`config.mk`:
```
export PLATFORM = sky130hd
export DESIGN_NAME = ctrl_pipe_hazard
export DESIGN_NICKNAME = d
export VERILOG_FILES = /design/src/rtl/ctrl_pipe_hazard.sv
export SDC_FILE = /design/constraint.sdc
export NUM_CORES = 1
export LEC_CHECK = 0
export CAP_MARGIN = 0
export CORE_MARGIN = 2
export CORE_UTILIZATION = 26
export DETAILED_ROUTE_END_ITERATION = 7
export PLACE_DENSITY = 0.57
export SYNTH_ARGS = -nofsm -noshare
export SYNTH_HDL_FRONTEND = slang
export SYNTH_SLANG_ARGS = --single-unit
```
`constraint.sdc`:
```
create_clock -name clk -period 2 [get_ports clk]
set_input_delay 0.4 -clock clk [delete_from_list [all_inputs] [get_ports clk]]
set_output_delay 0.4 -clock clk [all_outputs]
set_load 0.01 [all_outputs]
```
`src/rtl/ctrl_pipe_hazard.sv`:
```
// Control pipeline for the 5-stage CPU: carries the decoded control bundle
// through E/M/W and resolves data hazards with Tuse/Tnew stall and forward selects.
module ctrl_pipe_hazard #(
    parameter int         RA_W    = 5,
    parameter logic [1:0] PC8_SEL = 2'b10,
    parameter logic [1:0] DM_SEL  = 2'b01
) (
    input  logic            clk,
    input  logic            reset,
    input  logic [1:0]      D_WDCtrl,
    input  logic [2:0]      D_ALUCtrl,
    input  logic            D_ALUBCtrl,
    input  logic            D_DM_WE,
    input  logic            D_DM_RE,
    input  logic            D_GRFWE,
    input  logic [RA_W-1:0] D_rs,
    input  logic [RA_W-1:0] D_rt,
    input  logic [RA_W-1:0] D_wa,
    input  logic [1:0]      D_Tuse_rs,
    input  logic [1:0]      D_Tuse_rt,
    output logic            stall,
    output logic [2:0]      E_ALUCtrl,
    output logic            E_ALUBCtrl,
    output logic            M_DM_WE,
    output logic            M_DM_RE,
    output logic [1:0]      W_WDCtrl,
    output logic            W_GRFWE,
    output logic [RA_W-1:0] W_wa,
    output logic [1:0]      FwdD_rs,
    output logic [1:0]      FwdD_rt,
    output logic [1:0]      FwdE_rs,
    output logic [1:0]      FwdE_rt,
    output logic [1:0]      FwdM_rt
);

    typedef struct packed {
        logic [1:0]      wdctrl;
        logic [2:0]      aluctrl;
        logic            alubctrl;
        logic            dm_we;
        logic            dm_re;
        logic            grfwe;
        logic [RA_W-1:0] wa;
    } ctrl_t;

    ctrl_t           d_c, e_q, m_q, w_q;
    logic [RA_W-1:0] e_rs, e_rt, m_rs, m_rt;
    logic [1:0]      tnew_e, tnew_m;
    logic            stall_rs, stall_rt;

    assign d_c = '{wdctrl: D_WDCtrl, aluctrl: D_ALUCtrl, alubctrl: D_ALUBCtrl,
                   dm_we: D_DM_WE, dm_re: D_DM_RE, grfwe: D_GRFWE, wa: D_wa};

    always_ff @(posedge clk) begin
        if (reset) begin
            e_q  <= '0;
            m_q  <= '0;
            w_q  <= '0;
            e_rs <= '0;
            e_rt <= '0;
            m_rs <= '0;
            m_rt <= '0;
        end else begin
            m_q  <= e_q;
            m_rs <= e_rs;
            m_rt <= e_rt;
            w_q  <= m_q;
            // A stalled D instruction reissues next cycle; E gets a bubble meanwhile.
            if (stall) begin
                e_q  <= '0;
                e_rs <= '0;
                e_rt <= '0;
            end else begin
                e_q  <= d_c;
                e_rs <= D_rs;
                e_rt <= D_rt;
            end
        end
    end

    function automatic logic hit(input ctrl_t s, input logic [RA_W-1:0] r);
        return s.grfwe && (s.wa == r) && (r != '0);
    endfunction

    always_comb begin
        tnew_e = 2'd1;
        if (e_q.wdctrl == DM_SEL)       tnew_e = 2'd2;
        else if (e_q.wdctrl == PC8_SEL) tnew_e = 2'd0;
        tnew_m = (m_q.wdctrl == DM_SEL) ? 2'd1 : 2'd0;
    end

    assign stall_rs = (D_Tuse_rs != 2'd3) &&
                      ((hit(e_q, D_rs) && (tnew_e > D_Tuse_rs)) ||
                       (hit(m_q, D_rs) && (tnew_m > D_Tuse_rs)));
    assign stall_rt = (D_Tuse_rt != 2'd3) &&
                      ((hit(e_q, D_rt) && (tnew_e > D_Tuse_rt)) ||
                       (hit(m_q, D_rt) && (tnew_m > D_Tuse_rt)));
    assign stall    = stall_rs || stall_rt;

    // Nearest producer wins; a load in M has no data yet, so it cannot forward.
    function automatic logic [1:0] fwd_d(input logic [RA_W-1:0] r);
        if (hit(e_q, r) && e_q.wdctrl == PC8_SEL)     return 2'd1;
        else if (hit(m_q, r) && m_q.wdctrl != DM_SEL) return 2'd2;
        else if (hit(w_q, r))                         return 2'd3;
        else                                          return 2'd0;
    endfunction

    function automatic logic [1:0] fwd_e(input logic [RA_W-1:0] r);
        if (hit(m_q, r) && m_q.wdctrl != DM_SEL) return 2'd2;
        else if (hit(w_q, r))                    return 2'd3;
        else                                     return 2'd0;
    endfunction

    assign FwdD_rs = fwd_d(D_rs);
    assign FwdD_rt = fwd_d(D_rt);
    assign FwdE_rs = fwd_e(e_rs);
    assign FwdE_rt = fwd_e(e_rt);
    assign FwdM_rt = hit(w_q, m_rt) ? 2'd3 : 2'd0;

    assign E_ALUCtrl  = e_q.aluctrl;
    assign E_ALUBCtrl = e_q.alubctrl;
    assign M_DM_WE    = m_q.dm_we;
    assign M_DM_RE    = m_q.dm_re;
    assign W_WDCtrl   = w_q.wdctrl;
    assign W_GRFWE    = w_q.grfwe;
    assign W_wa       = w_q.wa;

endmodule

```
==> flow_metrics.py <==
metrics = {
    "status": {
        "outcome": "finished, violations left",
        "violations": "setup timing",
    },
    "logic_synthesis": {
        "yosysWarningCount": 0,
        "yosysSeqAreaShare_pct": 40.1,
        "synthCells": 247,
        "synth_fp_nets": 285,
        "synth_area_mm2": 0.00234,
        "ys_types": 30,
        "ys_ff_latch": 47,
        "avgSynthCellArea_um2": 9.49,
    },
    "power": {
        "combPwrFrac_pct": 23.9,
        "p_per_area_mw_per_mm2": 521,
        "p_int_mw": 1.51,
        "p_clk_share_pct": 27.6,
        "ir_worst_vdd_uv": 359,
        "power.total_mw": 2.09,
        "seqPwrFrac_pct": 48.5,
        "p_sw_share_pct": 27.7,
        "power_switching_mw": 0.581,
        "p_leak_nw": 1.64,
    },
    "sta": {
        "hold_viol": 0,
        "relSlewSlack_pct": 57.0,
        "setup_viol_count_final": 33,
        "finalCriticalPeriod_ns": 2.64,
        "finalMaxSlewViolations": 0,
        "setup_ws_ns": -0.636,
        "worst_pin_slew_ns": 0.638,
        "rsz0062_at_grt": "yes",
        "finClkSkew_ns": 0.0121,
        "fmax_mhz": 379,
        "post-route-period-util_pct": 132,
    },
    "cells_and_area": {
        "final_cells": 480,
        "syn_to_final_growth_pct": 71.5,
        "fillCellCount": 792,
        "nNetsFinal": 409,
        "final_layout_size_suffix_gt1_share_pct": 48.9,
        "diodes": 0,
        "post-route-util_pct": 46.1,
    },
    "clock_tree": {
        "cts.htree.levels": 2,
        "root_buffer": "clkbuf_8",
        "ctsLongestPathBuffers": 2,
        "clock_latency_ns": 0.31,
        "clock_sinks": 47,
        "cts_inserted_buffers": 5,
        "postCtsHoldBufs": 0,
        "cts_tree": "built",
        "clkTransAtPathRegs_ns": 0.10,
    },
    "setup_path": {
        "end_kind": "primary output",
        "start_kind": "flip-flop",
        "critPathArrivalTime_ns": 2.24,
        "ff2ff_path_depth": 12,
        "cp.required_ns": 1.60,
        "r2r_start": "e_q[12]",
        "timing.rr.end": "e_rt[0]",
        "worstSetupPathType": "reg -> out",
        "cp_max_fo": 2,
        "timing.reg2reg.setup_slack_ns": -0.54,
    },
    "global_route": {
        "grt_pass1_wl_um": 11300,
        "grt_pass1_vias": 2230,
        "grt_usage_pct": 14.7,
        "gr-total-overflow": 0,
        "antenna_found_initial": 0,
        "grt_max_degree": 23,
    },
    "route": {
        "drc": 0,
        "drt_iter0_drc": 35,
        "postRouteAntennaNets": 0,
        "wire_per_inst_um": 14.5,
        "firstDrtPassIters": 4,
        "viasPerCell": 4.44,
        "drt_wl_total_um": 6970,
        "num_vias": 2131,
    },
    "placement": {
        "hpwl_um": 4630,
        "port_buffers": 54,
        "gp_congestion": 0.800,
        "dp_cells": 446,
    },
    "die": {
        "io_pins": 55,
        "die_w_um": 99.0,
        "dieArea_mm2": 0.00979,
        "initial_core_util_pct": 26.9,
        "die_h_um": 99.0,
        "rows": 34,
        "fp.coreArea_mm2": 0.00872,
    },
    "hold_path": {
        "min_to": "e_rt[2]",
        "hold_path_depth": 3,
        "worstHoldStart": "D_rt[2]",
        "hp-class": "in -> reg",
    },
    "job": {
        "drv_cap": 0,
    },
}
[power groups by stage]
stage	Sequential, mW	Clock, mW	Combinational, mW
CTS	1.01	0.598	0.471
global route	1.02	0.649	0.542
floorplan	1.03	0	0.194
detailed placement	1.03	0	0.392
finish	1.02	0.578	0.501
global placement	1.03	0	0.386
[state kept, by name (all words and copies together), names as in the netlist, 2 cells and up]
signal / cells
W_wa: 5
e_rs: 5
m_rt: 5
m_q: 8
W_WDCtrl: 2
E_ALUCtrl: 3
e_rt: 5
e_q: 10
[worst max path at each step]
stage               endpoint  slack (ns)  depth (start not counted)    start
detailed placement     stall       -1.06                          6  D_rt[1]
finish                 stall       -0.64                          9  e_q[12]
CTS                    stall       -0.66                          8  e_q[13]
global route           stall       -0.75                          9  e_q[12]
global placement       stall       -1.06                          6  D_rt[1]
floorplan              stall       -0.13                          8  e_q[12]
[cell usage after synthesis, drive strengths merged]
master / number / area share, %
dfxtp: 47 / 40
xnor2: 41 / 15
nor2b: 26 / 6.9
and2: 24 / 6.4
nor4: 15 / 4.6
xor2: 13 / 4.9
clkbuf: 12 / 1.9
nor2: 9 / 1.9
ha: 8 / 4.3
nand2: 7 / 1.1
or4: 7 / 2.4
buf: 6 / 2.2
inv: 6 / 0.96
nand3: 6 / 1.3
nand4: 6 / 1.6
a22oi: 2 / 0.64
nand2b: 2 / 0.53
o211ai: 2 / 0.64
or2: 2 / 0.53
a21o: 1 / 0.32
a21oi: 1 / 0.21
and3: 1 / 0.27
nor3: 1 / 0.21
o21a: 1 / 0.32
o41ai: 1 / 0.37
[per-stage QoR]
stage	area [um^2]	hold WS (ns)	TNS [ns]	worst slack (ns)
after global placement	3390	0.425	-30.30	-1.06
after floorplan	2380	0.414	-0.367	-0.131
final	4020	0.420	-13.99	-0.636
after global routing	4020	0.424	-17.81	-0.745
after CTS	3880	0.413	-12.26	-0.664
after detailed placement	3390	0.431	-29.76	-1.06
[routing by layer]
layer	wire length (um)	vias to the layer above	share of wire (%)	track usage [%]
li1	-	1058	-	-
met1	2820	1008	40	16.9
met2	3670	52	53	27.0
met3	305	13	4.4	2.98
met4	184	0	2.6	4.74
met5	0	-	0	0
[placed cells by master, fill, tap and decap left out, types with 2 or more instances in the layout]
cell type         n
dfxtp_1          27
dfxtp_4           2
nand2b_4          2
buf_2            14
nor2_4            4
clkbuf_8          5
xnor2_2           6
nand3_1           5
buf_6            17
xor2_1           13
buf_4            67
inv_2             4
or2_1             2
nor2_1            4
buf_12            2
or4_4             7
o211ai_1          2
nand2_1           5
clkdlybuf4s50_1  31
nor4_2            6
ha_4              6
dlygate4sd2_1     2
and2_1           24
nand4_1           6
ha_1              2
clkinvlp_4        2
a22oi_2           2
xnor2_1          35
nor4_4            8
nor4_1            2
nor2b_1          25
dfxtp_2          18
[worst max-delay path, stage by stage (launching register included)]
cell	delay, ns
dfxtp_2	0.37
inv_2	0.06
ha_4	0.27
inv_4	0.05
ha_4	0.25
a22oi_2	0.04
o211ai_1	0.11
nor4_1	0.07
or4_4	0.55
buf_6	0.14
[kinds of logic after synthesis]
family	count (synthesis)	synth area share, %
buffers and inverters	24	5.12
AOI/OAI and AO/OA	8	2.51
adders and majority gates	8	4.27
and+or+nand+nor	106	27.8
xor gates and xnor gates	54	20.2
DFF	47	40.1
[area by class of cell]
cell class,count,area [um^2],share of cell area (%)
well taps,108,135,3.36
multi-input cells,177,1660,41.2
clock inverters,3,20.0,0.498
clock buffers,5,68.8,1.71
flip-flops and latches,47,971,24.1
inverters,6,25.0,0.622
repair buffers,134,1140,28.4
[repair_timing]
action / in CTS / in global routing
pin swaps: 31 / 30
cloned: 1 / 0
setup buffers: 20 / 6
resized for setup: 152 / 26
setup endpoints to repair: 35 / 35
Note: power is estimated with default switching activity, not from simulation.
